`config.mk`:
```
export PLATFORM = sky130hd
export DESIGN_NAME = qos_queue_bank
export DESIGN_NICKNAME = d
export VERILOG_FILES = /design/src/rtl/qos_pkg.sv /design/src/rtl/qos_fifo.sv /design/src/rtl/qos_queue_bank.sv
export SDC_FILE = /design/constraint.sdc
export NUM_CORES = 1
export LEC_CHECK = 0
export ABC_AREA = 1
export BUFFER_PORTS_ARGS = -buffer_cell sky130_fd_sc_hd__buf_2
export CAP_MARGIN = 40
export CORE_ASPECT_RATIO = 0.5
export CORE_UTILIZATION = 52
export CTS_CLUSTER_SIZE = 20
export DETAILED_ROUTE_END_ITERATION = 8
export PLACE_DENSITY = 0.75
export SYNTH_ARGS = -nofsm -noshare
export SYNTH_HDL_FRONTEND = slang
export SYNTH_SLANG_ARGS = --single-unit
export TNS_END_PERCENT = 50
```
`constraint.sdc`:
```
create_clock -name clock_50 -period 8.3 [get_ports clock_50]
set_clock_uncertainty 0.05 [all_clocks]
set_input_delay 1.245 -clock clock_50 [delete_from_list [all_inputs] [get_ports clock_50]]
set_output_delay 1.245 -clock clock_50 [all_outputs]
set_load 0.05 [all_outputs]
```
`src/rtl/qos_pkg.sv`:
```
// rtl/qos_pkg.sv - shared widths, policy codes and saturating increment for the QoS queue bank
//
// Purpose : helpers shared by qos_fifo and qos_queue_bank.
// Contents: qsel_w/occ_w width helpers, drop-policy and scheduling-mode codes,
//           sat_inc saturating incrementer (callers cast the result to their width).
package qos_pkg;

    localparam int DROP_NEWEST_POLICY = 0;
    localparam int DROP_OLDEST_POLICY = 1;
    localparam int SCHED_STRICT       = 0;
    localparam int SCHED_ROUND_ROBIN  = 1;

    function automatic int qsel_w(input int num_queues);
        return (num_queues > 1) ? $clog2(num_queues) : 1;
    endfunction

    function automatic int occ_w(input int depth);
        return $clog2(depth + 1);
    endfunction

    // Holds at the all-ones value of a 'width'-bit counter instead of wrapping.
    function automatic logic [31:0] sat_inc(input logic [31:0] value, input int width);
        logic [31:0] max_v;
        max_v = (width >= 32) ? 32'hFFFF_FFFF : ((32'd1 << width) - 32'd1);
        return (value >= max_v) ? value : value + 32'd1;
    endfunction

endpackage

```
`src/rtl/qos_fifo.sv`:
```
// rtl/qos_fifo.sv - shift-register FIFO with head at slot 0 and flat contents export
//
// Purpose : one QoS queue. Pop shifts every entry one slot toward the head; push writes
//           at the first free slot after any pop. Push+pop on a full queue is legal.
// Ports   : clk_i, rst_i (async, active-high), push_i, pop_i, din_i,
//           full_o, empty_o, occ_o (fill level), data_o (slot i at [i*PAYLOAD_W +: PAYLOAD_W]).
module qos_fifo
    import qos_pkg::*;
#(
    parameter int DEPTH     = 6,
    parameter int PAYLOAD_W = 2,
    parameter int OCC_W     = occ_w(DEPTH)
) (
    input  logic                         clk_i,
    input  logic                         rst_i,
    input  logic                         push_i,
    input  logic                         pop_i,
    input  logic [PAYLOAD_W-1:0]         din_i,
    output logic                         full_o,
    output logic                         empty_o,
    output logic [OCC_W-1:0]             occ_o,
    output logic [DEPTH*PAYLOAD_W-1:0]   data_o
);

    logic [PAYLOAD_W-1:0] mem_q [DEPTH];
    logic [PAYLOAD_W-1:0] mem_d [DEPTH];
    logic [OCC_W-1:0]     occ_q;
    logic [OCC_W-1:0]     occ_d;
    logic [OCC_W-1:0]     occ_mid;
    logic                 do_pop;
    logic                 do_push;

    assign full_o  = (occ_q == OCC_W'(DEPTH));
    assign empty_o = (occ_q == '0);
    assign occ_o   = occ_q;

    always_comb begin
        do_pop  = pop_i && !empty_o;
        // A full queue only takes a push when the same cycle frees a slot.
        do_push = push_i && (!full_o || do_pop);
        mem_d   = mem_q;
        occ_mid = occ_q;
        if (do_pop) begin
            for (int i = 0; i < DEPTH - 1; i++) begin
                mem_d[i] = mem_q[i+1];
            end
            mem_d[DEPTH-1] = '0;
            occ_mid        = occ_q - OCC_W'(1);
        end
        occ_d = occ_mid;
        if (do_push) begin
            for (int i = 0; i < DEPTH; i++) begin
                if (occ_mid == OCC_W'(i)) begin
                    mem_d[i] = din_i;
                end
            end
            occ_d = occ_mid + OCC_W'(1);
        end
    end

    always_ff @(posedge clk_i or posedge rst_i) begin
        if (rst_i) begin
            occ_q <= '0;
            for (int i = 0; i < DEPTH; i++) begin
                mem_q[i] <= '0;
            end
        end else begin
            occ_q <= occ_d;
            mem_q <= mem_d;
        end
    end

    always_comb begin
        data_o = '0;
        for (int i = 0; i < DEPTH; i++) begin
            data_o[i*PAYLOAD_W +: PAYLOAD_W] = mem_q[i];
        end
    end

endmodule

```
`src/rtl/qos_queue_bank.sv`:
```
// rtl/qos_queue_bank.sv - multi-queue QoS packet buffer with drop policy and periodic scheduler
//
// Purpose : steers {queue, payload} packets into NUM_QUEUES FIFOs, drops on overflow
//           (oldest or newest), and dequeues one packet every OUT_PERIOD cycles under
//           strict priority or round-robin scheduling.
// Ports   : clock_50, reset (async, active-high), pkt_valid, pkt_data,
//           received_cnt/dropped_cnt/output_cnt (per-queue saturating counters),
//           occupancy, queue_data (head at slot 0), out_valid (1-cycle pulse), out_packet.
module qos_queue_bank
    import qos_pkg::*;
#(
    parameter int NUM_QUEUES  = 4,
    parameter int DEPTH       = 6,
    parameter int PAYLOAD_W   = 2,
    parameter int CNT_W       = 12,
    parameter int OUT_PERIOD  = 150000000,
    parameter int DROP_OLDEST = 1,
    parameter int SCHED_RR    = 0,
    localparam int QSEL_W     = qsel_w(NUM_QUEUES),
    localparam int OCC_W      = occ_w(DEPTH),
    localparam int PKT_W      = QSEL_W + PAYLOAD_W
) (
    input  logic                                clock_50,
    input  logic                                reset,
    input  logic                                pkt_valid,
    input  logic [PKT_W-1:0]                    pkt_data,
    output logic [NUM_QUEUES*CNT_W-1:0]         received_cnt,
    output logic [NUM_QUEUES*CNT_W-1:0]         dropped_cnt,
    output logic [NUM_QUEUES*CNT_W-1:0]         output_cnt,
    output logic [NUM_QUEUES*OCC_W-1:0]         occupancy,
    output logic [NUM_QUEUES*DEPTH*PAYLOAD_W-1:0] queue_data,
    output logic                                out_valid,
    output logic [PKT_W-1:0]                    out_packet
);

    logic [QSEL_W-1:0]    tgt;
    logic [PAYLOAD_W-1:0] payload;
    logic [31:0]          timer_q, timer_d;
    logic                 tick;
    logic [QSEL_W-1:0]    rr_q, rr_d;
    logic [QSEL_W-1:0]    sel;
    logic [QSEL_W-1:0]    idx;
    logic                 found;
    logic                 deq;
    logic                 out_valid_q;
    logic [PKT_W-1:0]     out_packet_q;

    logic [NUM_QUEUES-1:0] q_full, q_empty, q_hit, q_deq, q_drop, q_pop;
    logic [PAYLOAD_W-1:0]  q_head [NUM_QUEUES];
    logic [CNT_W-1:0]      rcv_q [NUM_QUEUES];
    logic [CNT_W-1:0]      rcv_d [NUM_QUEUES];
    logic [CNT_W-1:0]      drp_q [NUM_QUEUES];
    logic [CNT_W-1:0]      drp_d [NUM_QUEUES];
    logic [CNT_W-1:0]      outc_q [NUM_QUEUES];
    logic [CNT_W-1:0]      outc_d [NUM_QUEUES];

    assign tgt     = pkt_data[PKT_W-1 -: QSEL_W];
    assign payload = pkt_data[PAYLOAD_W-1:0];

    assign tick    = (timer_q == 32'(OUT_PERIOD - 1));
    assign timer_d = tick ? '0 : timer_q + 32'd1;

    // Selection looks only at pre-cycle emptiness, so a packet arriving this cycle
    // is never dequeued in the same cycle.
    always_comb begin
        sel   = '0;
        idx   = '0;
        found = 1'b0;
        if (SCHED_RR == SCHED_ROUND_ROBIN) begin
            // Walk offsets downward so the nearest non-empty queue after rr_q wins.
            for (int k = NUM_QUEUES - 1; k >= 0; k--) begin
                idx = rr_q + QSEL_W'(k);
                if (!q_empty[idx]) begin
                    sel   = idx;
                    found = 1'b1;
                end
            end
        end else begin
            for (int i = 0; i < NUM_QUEUES; i++) begin
                if (!q_empty[i]) begin
                    sel   = QSEL_W'(i);
                    found = 1'b1;
                end
            end
        end
    end

    assign deq  = tick && found;
    assign rr_d = (deq && (SCHED_RR == SCHED_ROUND_ROBIN)) ? sel + QSEL_W'(1) : rr_q;

    function automatic logic [CNT_W-1:0] bump(input logic [CNT_W-1:0] v);
        return CNT_W'(sat_inc(32'(v), CNT_W));
    endfunction

    always_comb begin
        for (int q = 0; q < NUM_QUEUES; q++) begin
            q_hit[q]  = pkt_valid && (tgt == QSEL_W'(q));
            q_deq[q]  = deq && (sel == QSEL_W'(q));
            // A same-cycle dequeue frees the slot, so the push is not a drop.
            q_drop[q] = q_hit[q] && q_full[q] && !q_deq[q];
            q_pop[q]  = q_deq[q] || (q_drop[q] && (DROP_OLDEST == DROP_OLDEST_POLICY));
            rcv_d[q]  = q_hit[q]  ? bump(rcv_q[q])  : rcv_q[q];
            drp_d[q]  = q_drop[q] ? bump(drp_q[q])  : drp_q[q];
            outc_d[q] = q_deq[q]  ? bump(outc_q[q]) : outc_q[q];
        end
    end

    for (genvar g = 0; g < NUM_QUEUES; g++) begin : g_queue
        logic [DEPTH*PAYLOAD_W-1:0] data;

        qos_fifo #(
            .DEPTH     (DEPTH),
            .PAYLOAD_W (PAYLOAD_W),
            .OCC_W     (OCC_W)
        ) u_fifo (
            .clk_i   (clock_50),
            .rst_i   (reset),
            .push_i  (q_hit[g]),
            .pop_i   (q_pop[g]),
            .din_i   (payload),
            .full_o  (q_full[g]),
            .empty_o (q_empty[g]),
            .occ_o   (occupancy[g*OCC_W +: OCC_W]),
            .data_o  (data)
        );

        assign queue_data[g*DEPTH*PAYLOAD_W +: DEPTH*PAYLOAD_W] = data;
        assign q_head[g]                       = data[PAYLOAD_W-1:0];
        assign received_cnt[g*CNT_W +: CNT_W]  = rcv_q[g];
        assign dropped_cnt[g*CNT_W +: CNT_W]   = drp_q[g];
        assign output_cnt[g*CNT_W +: CNT_W]    = outc_q[g];
    end

    always_ff @(posedge clock_50 or posedge reset) begin
        if (reset) begin
            timer_q      <= '0;
            rr_q         <= '0;
            out_valid_q  <= 1'b0;
            out_packet_q <= '0;
            for (int q = 0; q < NUM_QUEUES; q++) begin
                rcv_q[q]  <= '0;
                drp_q[q]  <= '0;
                outc_q[q] <= '0;
            end
        end else begin
            timer_q     <= timer_d;
            rr_q        <= rr_d;
            out_valid_q <= deq;
            if (deq) begin
                out_packet_q <= {sel, q_head[sel]};
            end
            rcv_q  <= rcv_d;
            drp_q  <= drp_d;
            outc_q <= outc_d;
        end
    end

    assign out_valid  = out_valid_q;
    assign out_packet = out_packet_q;

endmodule

```
==> impl_metrics.tcl <==
set metrics [dict create \
    grt_setup_unrepaired "no" \
    synth_seq_area_share_pct 44.7 \
    synth_top_area_cell "dfrtp_1" \
    endpoint_kind "flip-flop" \
    max-cap-violations 0 \
    hold_class "reg -> reg" \
    hp-start "out_packet[0]" \
    fmax_ghz 0.299 \
    leakagePower_nw 8.10 \
    postRouteAntennaNets 0 \
    cts_tree "done" \
    clk_pin_slew_ns 0.06 \
    synth_nets 1718 \
    synthTopCellsByCount "nand2_1, dfrtp_1, inv_1, nor2_1, nand3_1" \
    postCtsHoldBufs 0 \
    synth.top_cell.area_share_pct 44.7 \
    syn-instance-count 1682 \
    vias 11590 \
    yosysMostFrequentCell "nand2_1" \
    drv_slew 0 \
    hold_ws_ns 0.424 \
    status "finished, final reports clean" \
    crit_required_ns 8.70 \
    power_frac_seq_pct 34.5 \
    netlist_area_sq_mm 0.0135 \
    p_int_w 0.00256 \
    wl_um 32400 \
    fillers 2299 \
    drtIter0Drc 946 \
    drc 0 \
    switching_share_pct 46.7 \
    antenna_found_initial 0 \
    io_pins 216 \
    rrSetupSlack_ns 5.37 \
    tns_ns 0 \
    die_h_um 116 \
    wl_per_cell_um 14.3 \
    start_util_pct 53.2 \
    cts_root_buf "clkbuf_16" \
    critical_path_class "in -> reg" \
    cp.arrival_ns 3.75 \
    hold_end "out_packet[0]" \
    via_per_inst 5.11 \
    multi_input_area_sq_mm 0.00655 \
    diodes 0 \
    cts_num_sinks 241 \
    async_reset_ff_share_pct 100 \
    r2r_start "g_queue[2].u_fifo.occ_o[0]" \
    ys_ff_latch 241 \
    detailed_place_hpwl_um 24100 \
    syn_area_per_cell_sq_um 8.02 \
    synth_cell_types 47 \
    path_max_fanout 20 \
    vdd_drop_max_uv 205 \
    slew_headroom_pct 36.9 \
    min_period_ns 3.35 \
    ys.flop_type "dfrtp_1" \
    place_congestion 0.933 \
    clock_power_share_pct 23.7 \
    setup_violations 0 \
    final_min_period_over_clock_period_pct 40.3 \
    ys_top_cells_by_area "dfrtp_1, nand2_1, xor2_1, inv_1, nor2_1" \
    gr-total-overflow 0 \
    cts-htree-levels 1 \
    cts_resized 0 \
    cellPowerDensity_mw_per_mm2 306 \
    worst-r2r-cell-count 16 \
    cts_buffers 23 \
    max-clock-path-buffers 3 \
    r2r_end "g_queue[0].u_fifo.data_o[6]" \
    drive_gt1_share_pct 18.9 \
    finalHoldViolCount 0 \
    regArea_sq_mm 0.00603 \
    grt_max_degree 117 \
    hold_depth 2 \
    tightest_slew_ns 0.938 \
    portBuffers 215 \
    die_area_sq_mm 0.0266 \
    layout.nets 1943 \
    grt_pass1_wl_um 52700 \
    first_global_vias 10510 \
    die_w_um 230 \
    combPwrFrac_pct 41.8 \
    clk_latency_ns 0.53 \
    synth_warnings 0 \
    cts_setup_buffers 0 \
    switching_power_w 0.00225 \
    first_pass_iters 5 \
    grt_usage_pct 24.3 \
    floorplan.rows 41 \
    start_kind "input pin" \
    synth_edf_count 0 \
    core_area_sq_mm 0.0253 \
    syn_to_final_growth_pct 16.6 \
]
-- power groups by stage --
stage | Combinational (W) | Clock [W] | Sequential [W]
2_1_floorplan | 0.000734 | 0 | 0.00245
3_3_place_gp | 0.00199 | 0 | 0.00168
3_5_place_dp | 0.00201 | 0 | 0.00168
4_1_cts | 0.00201 | 0.00116 | 0.00166
5_1_grt | 0.00217 | 0.00121 | 0.00170
6_report | 0.00201 | 0.00114 | 0.00166
-- registers in the layout, summed over array words and instances, names as in the netlist --
name / cells
g_queue.u_fifo.occ_o: 12
timer_q: 32
out_valid: 1
dropped_cnt: 48
out_packet: 4
g_queue.u_fifo.data_o: 48
output_cnt: 48
received_cnt: 48
-- per-stage QoR --
step / std cells / setup WS, ns / cell area, sq um / utilization (%) / total power, W
5_1_grt: 2267 / 4.73 / 15700 / 62.1 / 0.00508
6_report: 2267 / 4.95 / 15700 / 62.1 / 0.00481
4_1_cts: 2267 / 5.01 / 15700 / 62.1 / 0.00484
3_5_place_dp: 2226 / 4.45 / 14900 / 58.8 / 0.00369
3_3_place_gp: 2225 / 4.58 / 14900 / 58.8 / 0.00367
2_1_floorplan: 1682 / 0.389 / 13500 / - / 0.00318
-- cell families (layout without fill, tap and decap cells) --
family                   count (synthesis)  after routing  share of synthesized area [%]
adder cells (fa/ha/maj)                 29             29                           2.69
multiplexers                             1              1                         0.0835
AND/OR/NAND/NOR                        932            932                           31.5
AO/OA/AOI/OAI                           97             97                           4.14
XOR/XNOR                               156            156                           10.1
buffers and inverters                  226            467                           6.67
flip-flops                             241            241                           44.7
-- placed cells by master (no fill, tap or decap), types with 18 or more instances in the layout --
cell type | synthesis | routed
inv_1 | 190 | 189
nor3_1 | 49 | 49
buf_2 | 8 | 215
nor2_1 | 152 | 152
xnor2_1 | 51 | 51
xor2_1 | 105 | 105
nand3_1 | 112 | 112
nand4_1 | 29 | 29
nor2_2 | 18 | 18
nand2_1 | 483 | 483
nor4_1 | 18 | 18
o21ai_0 | 57 | 57
ha_1 | 29 | 29
nand2_2 | 28 | 28
dfrtp_1 | 241 | 241
clkbuf_16 | 0 | 23
-- critical path, stage by stage --
cell,delay [ns]
buf_2,0.09
inv_1,0.11
nor3_4,0.30
nand3_1,0.59
nand2_2,0.55
nand2_1,0.10
nand2_1,0.15
nor2_1,0.07
ha_1,0.18
nand2_1,0.12
nor2_1,0.05
a31oi_1,0.17
-- cell type report --
cell class | count | share of cell area [%]
clock buffer | 30 | 4.15
clock inverter | 11 | 1.03
inverter | 208 | 5.01
multi-input combinational | 1215 | 41.7
sequential | 241 | 38.4
tap | 344 | 2.74
timing repair buffer | 218 | 7.07
-- worst max path at each step --
stage	start	end	slack (ns)	cells after the start
floorplan	reset	dropped_cnt[0]	0.39	1
global placement	pkt_valid	g_queue[0].u_fifo.data_o[7]	4.58	12
detailed placement	pkt_valid	g_queue[0].u_fifo.data_o[6]	4.45	12
CTS	pkt_valid	g_queue[0].u_fifo.data_o[7]	5.01	12
global route	pkt_valid	g_queue[0].u_fifo.data_o[6]	4.73	12
finish	pkt_valid	g_queue[0].u_fifo.data_o[7]	4.95	12
-- layer usage --
layer  track usage [%]  up-vias  share of wire, %
li1                  -     5779                 -
met1              33.6     5477                47
met2              39.9      261                46
met3              3.69       73               4.0
met4              7.55        0               3.0
met5                 0        -                 0
(Power assumes the default switching activity.)
